--- src/rtl/pipe_hazard_ctrl.sv ---
// Sequencing controller for the 5-stage RV32I pipeline: load hold, load-use stall,
// taken-branch squash and ECALL/EBREAK drain. Optional perf counters: PIPE_HAZARD_CTRL_PERF_EN.
module pipe_hazard_ctrl #(
  parameter int DRAIN_CYCLES = 3,
  parameter int CNT_W        = 32
) (
  input  logic             clk,
  input  logic             reset_n,
  input  logic             load_done,
  input  logic [4:0]       rs1_ID,
  input  logic [4:0]       rs2_ID,
  input  logic             use_rs1_ID,
  input  logic             use_rs2_ID,
  input  logic             halt_ID,
  input  logic [4:0]       rd_EX,
  input  logic             memread_EX,
  input  logic             pcsel_EX,
  output logic             pc_en,
  output logic             ifid_en,
  output logic             ifid_flush,
  output logic             idex_flush,
  output logic             halted,
  output logic [1:0]       state
`ifdef PIPE_HAZARD_CTRL_PERF_EN
  ,
  output logic [CNT_W-1:0] cycle_cnt,
  output logic [CNT_W-1:0] stall_cnt,
  output logic [CNT_W-1:0] flush_cnt
`endif
);

  // load_done is a single-cycle pulse with no ready side: it is acted on only
  // when sampled high at a clock edge while in LOAD with reset_n high.
  typedef enum logic [1:0] {
    S_LOAD  = 2'd0,
    S_RUN   = 2'd1,
    S_DRAIN = 2'd2,
    S_HALT  = 2'd3
  } state_t;

  localparam int DW = (DRAIN_CYCLES > 1) ? $clog2(DRAIN_CYCLES) : 1;
  localparam logic [DW-1:0] DRAIN_INIT = DW'(DRAIN_CYCLES - 1);

  state_t        state_q, state_d;
  logic [DW-1:0] drain_q, drain_d;
  logic          load_use;

  always_comb begin
    load_use = memread_EX && (rd_EX != 5'd0) &&
               ((use_rs1_ID && (rs1_ID == rd_EX)) || (use_rs2_ID && (rs2_ID == rd_EX)));
  end

  always_comb begin
    state_d    = state_q;
    drain_d    = drain_q;
    pc_en      = 1'b0;
    ifid_en    = 1'b0;
    ifid_flush = 1'b1;
    idex_flush = 1'b1;
    halted     = 1'b0;
    case (state_q)
      S_LOAD: if (load_done) state_d = S_RUN;
      S_RUN: begin
        if (pcsel_EX) begin
          pc_en   = 1'b1;
          ifid_en = 1'b1;
        end else if (halt_ID) begin
          ifid_flush = 1'b0;
          state_d    = S_DRAIN;
          drain_d    = DRAIN_INIT;
        end else if (load_use) begin
          ifid_flush = 1'b0;
        end else begin
          pc_en      = 1'b1;
          ifid_en    = 1'b1;
          ifid_flush = 1'b0;
          idex_flush = 1'b0;
        end
      end
      // Only bubbles reach EX here, so a stray pcsel_EX is deliberately ignored.
      S_DRAIN: begin
        ifid_flush = 1'b0;
        if (drain_q == '0) state_d = S_HALT;
        else               drain_d = drain_q - DW'(1);
      end
      S_HALT:  halted = 1'b1;
      default: state_d = S_LOAD;
    endcase
    if (!reset_n) begin
      pc_en      = 1'b0;
      ifid_en    = 1'b0;
      ifid_flush = 1'b1;
      idex_flush = 1'b1;
      halted     = 1'b0;
    end
    state = reset_n ? 2'(state_q) : 2'd0;
  end

  always_ff @(posedge clk) begin
    if (!reset_n) begin
      state_q <= S_LOAD;
      drain_q <= '0;
    end else begin
      state_q <= state_d;
      drain_q <= drain_d;
    end
  end

`ifdef PIPE_HAZARD_CTRL_PERF_EN
  always_ff @(posedge clk) begin
    if (!reset_n) begin
      cycle_cnt <= '0;
      stall_cnt <= '0;
      flush_cnt <= '0;
    end else if (state_q == S_RUN) begin
      cycle_cnt <= cycle_cnt + CNT_W'(1);
      if (pcsel_EX)
        flush_cnt <= flush_cnt + CNT_W'(1);
      else if (!halt_ID && load_use)
        stall_cnt <= stall_cnt + CNT_W'(1);
    end
  end
`endif

endmodule
--- config.mk ---
export PLATFORM = sky130hd
export DESIGN_NAME = pipe_hazard_ctrl
export DESIGN_NICKNAME = d
export VERILOG_FILES = /design/src/rtl/pipe_hazard_ctrl.sv
export SDC_FILE = /design/constraint.sdc
export NUM_CORES = 1
export LEC_CHECK = 0
export CORE_UTILIZATION = 35
export DETAILED_ROUTE_END_ITERATION = 10
export DONT_BUFFER_PORTS = 1
export HOLD_SLACK_MARGIN = 0.12
export SYNTH_ARGS = -nofsm -noshare
export SYNTH_HDL_FRONTEND = slang
export SYNTH_SLANG_ARGS = --single-unit
--- constraint.sdc ---
create_clock -name clk -period 5.03 [get_ports clk]
set_input_delay 0.2515 -clock clk [delete_from_list [all_inputs] [get_ports clk]]
set_output_delay 0.2515 -clock clk [all_outputs]
set_load 0.1 [all_outputs]
After elaboration in Yosys (flattened, before gate mapping)
Index checks and enable logic that the tools add are counted.

word-level totals
  bits in registers = 4
  input port bits = 23
  logic and storage cells = 48

cells by class
  $add $sub $neg = 1
  equality and inequality tests = 10
  muxes and demuxes = 23
  reductions and logical operators = 12

operator list
  kind                                                  count
  two-way mux 1 bit                                     14
  two-way mux 2 bit                                     6
  equality test 5 bit                                   2
  != test 2 bit (second input constant)                 5
  one-hot mux 2 bit (3 select lines)                    1
  AND reduction 5 bit                                   1
  nonzero test 5 bit                                    1
  equality test 2 bit (second input constant)           2
  logical AND 1 bit                                     4
  zero test 2 bit                                       2
  one-hot mux 2 bit (2 select lines)                    1
  AND reduction 4 bit                                   1
  nonzero test 3 bit                                    1
  equality test 2 x 1 -> 1 bit (second input constant)  1
  one-hot mux 1 bit (2 select lines)                    1
  nonzero test 2 bit                                    1
  subtractor 2 x 1 -> 2 bit (second input constant)     1
  logical OR 1 bit                                      1

Depth between registers and ports, before layout
Gate-level depths: netlist of the first run.

  word-level depth = 9
  gate-level depth with buffers = 6
  gate-level depth less buffers = 6

Least setup slack after synthesis of the first run
OpenSTA, ideal clock, no wires.

  kind = input-to-output
  from = input rd_EX[3]
  to = output idex_flush
  data arrival time = 2272 ps
  slack = 2507 ps
  stages = 4
  path buffers = 0
  cells stage by stage = xor2_1 > nor4_1 > a32oi_1 > o211ai_1

between the ends
  word-level cells in the longest chain between the ends = 9
  elaborated cells on any way between the ends = 13
  those cells by class = eq/ne (2); mux (5); reduce/logical (6)

ends and longest elaborated chain
  item                 line  RTL
  start: declaration   15    input logic [4:0] rd_EX,
  equality test 5 bit  50    ((use_rs1_ID && (rs1_ID == rd_EX)) || (use_rs2_ID && (rs2_ID == rd_EX)));
  logical AND 1 bit    50
  logical OR 1 bit     50
  logical AND 1 bit *  49    load_use = memread_EX && (rd_EX != 5'd0) &&
  two-way mux 1 bit *  71    end else if (load_use) begin
  two-way mux 1 bit *  67    end else if (halt_ID) begin
  two-way mux 1 bit *  64    if (pcsel_EX) begin
  two-way mux 1 bit *  61    case (state_q)
  two-way mux 1 bit *  89    if (!reset_n) begin
  end: declaration     21    output logic idex_flush,

Mark *: on every way between the ends. The rest lies on a longest branch, timed or not.

Final worst setup path of the first run
  from = register state_q[1]
  to = output ifid_en

between the ends
  word-level cells in the longest chain between the ends = 3

ends and longest elaborated chain
  item                          line  RTL
  start: declaration            44    state_t state_q, state_d;
  start signal: assignment      104   state_q <= state_d;
  equality test 2 x 1 -> 1 bit  61
  two-way mux 1 bit             61
  two-way mux 1 bit             89
  end: declaration              19    output logic ifid_en,

Every way passes these cells.

==> flow_metrics.tcl, run 1 <==
set metrics [dict create \
    clock-sinks 4 \
    status "finished clean" \
    start_util_pct 38.1 \
    h-tree-depth 1 \
    die_h_um 39.6 \
    slew_headroom_pct 29.6 \
    ys_warn_count 0 \
    nFillCells 141 \
    avgRoutedWirePerCell_um 10.7 \
    place_hpwl_um 717 \
    grt_max_degree 7 \
    drc 0 \
    finalMaxSlewViolations 0 \
    ioPinCount 30 \
    routed_wl_um 806 \
    rsz0062_at_grt "false" \
    required_ns 4.78 \
    insertedDiodeCount 0 \
    worstMarginPinSlew_ns 1.05 \
    stdcell_count 75 \
    synth_cell_types 26 \
    drv_cap 0 \
    end_kind "output pin" \
    place_inst 72 \
    nets 91 \
    ant_nets 0 \
    gr-usage-all-layers_pct 11.9 \
    setup_violations 0 \
    antenna_found_initial 0 \
    die_area_um2 1570 \
    holdBufCountCts 0 \
    hold_violations 0 \
    critPathArrivalTime_ns 2.05 \
    cp-start-kind "register" \
    cts_made_buffers 3 \
    post_cts_buffers 0 \
    grt_pass1_vias 340 \
    drtPass1Iterations 4 \
    powerDensity_nw_per_um2 465 \
    port_buffers 0 \
    hp-class "in2reg" \
    vias_per_cell 5.36 \
    grt_first_pass_wirelength_um 1210 \
    syn_area_per_cell_um2 8.85 \
    ys_ff_latch 4 \
    synth_nets 85 \
    crit_type "reg2out" \
    worstPathMaxFanout 6 \
    overflow 0 \
    p_total_mw 0.273 \
    area.growth.synth_to_final_pct 18.2 \
    fin_ws_ns 2.73 \
    core_region_area_um2 1300 \
    via_count 402 \
    die_w_um 39.6 \
    rows 13 \
    period_share_pct 45.8 \
    syn_inst 56 \
    drt_iter0_drc 10 \
    drive_gt1_share_pct 20.0 \
    synth_seq_area_share_pct 16.2 \
    cts_root_buffer "clkbuf_4" \
    p_leak_nw 0.235 \
    clock_latency_ns 0.23 \
    period_minus_slack_ns 2.30 \
    clk_transition_reported_paths_ns 0.03 \
    irDropWorstVdd_uv 227 \
    tns_ns 0 \
    cts-resized-gates 0 \
    cts_tree "built" \
    max_freq_mhz 434 \
    skew_ns 0.00520 \
    synth_area_um2 495 \
    place.gp.congestion 0.693 \
    cts_max_path_buffers 2 \
    place_worst_setup_slack_ns 2.91 \
]
state kept, by name, indices dropped and copies added (netlist names):
signal,count
drain_q,2
state_q,2
stage by stage:
step	hold WS, ns	area (µm²)	util, %
floorplan	0.435	495	-
global placement	0.492	563	43.3
detailed placement	0.493	563	43.3
CTS	0.258	586	45.0
global route	0.288	586	45.0
finish	0.263	586	45.0
where the power goes:
group          switching (mW)  total [mW]  internal, mW
Sequential            0.00918      0.0518        0.0426
Combinational           0.119       0.182        0.0638
Clock                  0.0119      0.0385        0.0266
Total                   0.140       0.273         0.133
final timing paths:
kind | to | startpoint | slack, ns | depth (start not counted)
hold / removal | drain_q[0] | reset_n | 0.26 | 2
hold reg to reg | drain_q[1] | drain_q[1] | 0.49 | 2
setup reg to reg | drain_q[0] | state_q[0] | 3.25 | 6
setup / recovery | ifid_en | state_q[1] | 2.73 | 4
cell families after synthesis:
kind of cell	Yosys count	share of synthesized area [%]
mux	2	4.29
simple gates	19	23.0
flops	4	16.2
xor+xnor	10	17.7
buf+inv	6	5.30
compound gates	9	18.4
fa+ha+maj	6	15.2
worst max-delay path: stages (launching register included):
cell and delay (ns):
dfxtp_1 0.32, inv_1 0.14, ha_1 0.29, and2_1 0.18
o311a_2 0.89
layer usage:
metal  up-vias  global-route usage (%)  wire length [µm]
li1        205                       -                 -
met1       182                    12.5               350
met2        15                    18.9               387
met3         0                    5.11                68
met4         0                    7.76                 0
met5         -                       0                 0
cell usage after synthesis (all sizes together):
| cell | n | area share, % |
|---|---|---|
| o311a | 1 | 2.0 |
| a2111oi | 1 | 5.6 |
| nor2b | 2 | 4.0 |
| nand2 | 2 | 1.5 |
| or4 | 1 | 1.5 |
| mux2i | 1 | 2.0 |
| and2 | 3 | 3.8 |
| nand2b | 1 | 2.8 |
| a2bb2oi | 1 | 1.8 |
| ha | 6 | 15 |
| xnor2 | 2 | 3.5 |
| o21ai | 1 | 1.0 |
| nor2 | 7 | 5.3 |
| inv | 5 | 3.8 |
| mux2 | 1 | 2.3 |
| buf | 1 | 1.5 |
| a32oi | 1 | 1.8 |
| and2b | 1 | 1.5 |
| a211oi | 1 | 1.5 |
| a311oi | 1 | 1.8 |
| dfxtp | 4 | 16 |
| xor2 | 8 | 14 |
| nor4 | 2 | 2.5 |
| o211ai | 2 | 3.0 |
placed cells by master, fill, tap and decap left out, types with 3 or more instances in the layout:
cell,count
inv_1,5
clkbuf_4,3
dfxtp_1,4
ha_1,6
nor2_1,5
xor2_1,8
cell type report:
cell class | instances | area (µm²) | area share, %
multi-input combinational | 46 | 395 | 67.5
sequential | 4 | 80.1 | 13.7
timing repair buffer | 2 | 50.0 | 8.55
clock buffer | 3 | 22.5 | 3.85
inverter | 5 | 18.8 | 3.21
tap | 15 | 18.8 | 3.21
(Power assumes the default switching activity.)
==> run 2: changes to the inputs <==
--- a/config.mk
+++ b/config.mk
@@ -5,6 +5,7 @@
 export SDC_FILE = /design/constraint.sdc
 export NUM_CORES = 1
 export LEC_CHECK = 0
+export ABC_AREA = 1
 export CORE_UTILIZATION = 35
 export DETAILED_ROUTE_END_ITERATION = 10
 export DONT_BUFFER_PORTS = 1
==> constraint.sdc (replaced) <==
create_clock -name clk -period 2.3 [get_ports clk]
set_input_delay 0.115 -clock clk [delete_from_list [all_inputs] [get_ports clk]]
set_output_delay 0.115 -clock clk [all_outputs]
set_load 0.1 [all_outputs]
==> flow_metrics.tcl, run 2 <==
set metrics [dict create \
    cts_tree "built" \
    post-synth-top-area-fraction_pct 25.5 \
    overflow 0 \
    synth.area.top_cells "nand2_1 (26%), inv_1 (19%), dfxtp_1 (14%)" \
    drive_gt1_share_pct 7.96 \
    die_area_um2 1760 \
    final_cell_mix "nand2_1 (38), inv_1 (28), nor2_1 (12)" \
    hold_start "load_done" \
    worstMarginPinSlew_ns 0.820 \
    drtPass1Iterations 4 \
    critPathMaxStageDelay_ns 0.43 \
    start_util_pct 37.1 \
    syn_area_per_cell_um2 5.23 \
    clock-sinks 4 \
    drc 0 \
    setup_violations 0 \
    ys.flop_type "dfxtp_1" \
    grt_pass1_vias 535 \
    required_ns 2.18 \
    ioPinCount 30 \
    synth_cell_types 14 \
    yosys.area.top_type "nand2_1" \
    routed_wl_um 1120 \
    antenna_found_initial 0 \
    cts_made_buffers 3 \
    ys_warn_count 0 \
    p_leak_nw 0.407 \
    r2r_start "state_q[0]" \
    end_kind "output pin" \
    hp-class "in2reg" \
    cp_cell_sequence "inv_1 > ha_1 > nor2_1 > a211o_2" \
    synth_area_um2 559 \
    core_region_area_um2 1510 \
    die_h_um 42.0 \
    tns_ns 0 \
    status "finished clean" \
    clock_latency_ns 0.24 \
    area.growth.synth_to_final_pct 14.1 \
    slowest_stage "a211o_2" \
    irDropWorstVdd_uv 368 \
    yosysMostFrequentCell "nand2_1" \
    period_share_pct 74.7 \
    place.gp.congestion 0.732 \
    avgRoutedWirePerCell_um 8.64 \
    r2r_setup_slack_ns 0.82 \
    drv_cap 0 \
    slew_headroom_pct 45.3 \
    syn_inst 107 \
    vias_per_cell 4.70 \
    max_freq_mhz 582 \
    synthArstFlopShare_pct 0 \
    finalMaxSlewViolations 0 \
    clk_transition_reported_paths_ns 0.03 \
    powerDensity_nw_per_um2 1050 \
    cts_max_path_buffers 2 \
    ys_ff_latch 4 \
    rows 14 \
    via_count 606 \
    worstPathMaxFanout 5 \
    period_minus_slack_ns 1.72 \
    p_total_mw 0.668 \
    grt_first_pass_wirelength_um 1970 \
    gr-usage-all-layers_pct 14.5 \
    nets 144 \
    h-tree-depth 1 \
    grt_max_degree 6 \
    synth_nets 136 \
    drt_iter0_drc 7 \
    cp-start-kind "register" \
    critPathBufInv 1 \
    port_buffers 0 \
    min_to "state_q[0]" \
    hold_violations 0 \
    rsz0062_at_grt "false" \
    reg2reg_depth 8 \
    skew_ns 0.00449 \
    critPathArrivalTime_ns 1.60 \
    synth_seq_area_share_pct 14.3 \
    whs_ns 0.253 \
    insertedDiodeCount 0 \
    synthTopCellsByCount "nand2_1 (38), inv_1 (28), nor2_1 (12)" \
    cts-resized-gates 0 \
    cts_root_buffer "clkbuf_4" \
    r2r_end "state_q[1]" \
    cp_top_family "compound AO/OA/AOI/OAI gates" \
    die_w_um 42.0 \
    stdcell_count 129 \
    place_hpwl_um 967 \
    utilization_pct 42.4 \
    synth_edf_count 0 \
    crit_type "reg2out" \
    whs_path_depth 4 \
    ant_nets 0 \
    place_inst 125 \
    top_regs "drain_q: 2 flops, state_q: 2 flops" \
    final_common_cell "nand2_1" \
]
[run 2: cell types whose count changed in the layout (fill, tap and decap cells not counted), sizes merged, moves of 3 or more]
| cell | change |
|---|---|
| nand2 | +36 |
| inv | +23 |
| xor2 | -8 |
| a21oi | +6 |
| nor2 | +5 |
| o21ai | +4 |
| and2 | -3 |
| buf | +3 |
| nand3 | +3 |
[run 2: worst max path at each step]
stage	start	endpoint	depth (start not counted)	slack, ns
after floorplan	state_q[1]	pc_en	5	0.19
after global placement	state_q[0]	state_q[1]	8	0.82
after detailed placement	state_q[0]	state_q[1]	8	0.79
after CTS	state_q[0]	ifid_flush	4	0.57
after global routing	state_q[1]	ifid_en	5	0.48
final	state_q[0]	ifid_flush	4	0.58
[run 2: area by class of cell]
type | instances | area (µm²)
clock buffers | 3 | 22.5
repair buffers | 4 | 32.5
inverters | 28 | 105
multi-input cells | 74 | 378
well taps | 16 | 20.0
fillers | 177 | 868
flip-flops and latches | 4 | 80.1
[run 2: metrics by stage]
stage,setup WS (ns),instance area (µm²)
2_1_floorplan,0.188,563
3_3_place_gp,0.820,606
3_5_place_dp,0.794,606
4_1_cts,0.571,638
5_1_grt,0.481,638
6_report,0.582,638
[run 2: what timing repair did]
action	CTS	global route
hold buffers	1	0
endpoints found under the hold margin	4	0
setup buffers	0	0
[run 2: kinds of logic after synthesis]
group,count (synthesis),share of synthesized area [%]
AOI/OAI and AO/OA,13,13.9
DFF,4,14.3
and+or+nand+nor,55,38.3
adders and majority gates,6,13.4
buffers and inverters,29,20.1
[run 2: routing by layer]
layer  vias to the layer above  part of all wire [%]  global-route usage (%)
met2                        24                    44                    25.3
met1                       252                    45                    15.6
li1                        330                     -                       -
met3                         0                    11                    7.76
met5                         -                     0                       0
met4                         0                     0                    1.94
[run 2: power by group]
part	total, mW	switching [mW]	leakage [nW]	internal [mW]
registers	0.122	0.0220	0.0332	0.100
logic	0.458	0.347	0.360	0.111
clock network	0.0881	0.0297	0.0138	0.0584
[run 2: worst reg2reg max path: cells and delay by family (launching register included)]
kind	cells	cell delay [ns]
adders and majority gates	1	0.27
and+or+nand+nor	3	0.33
AOI/OAI and AO/OA	2	0.20
DFF	1	0.40
buffers and inverters	2	0.18
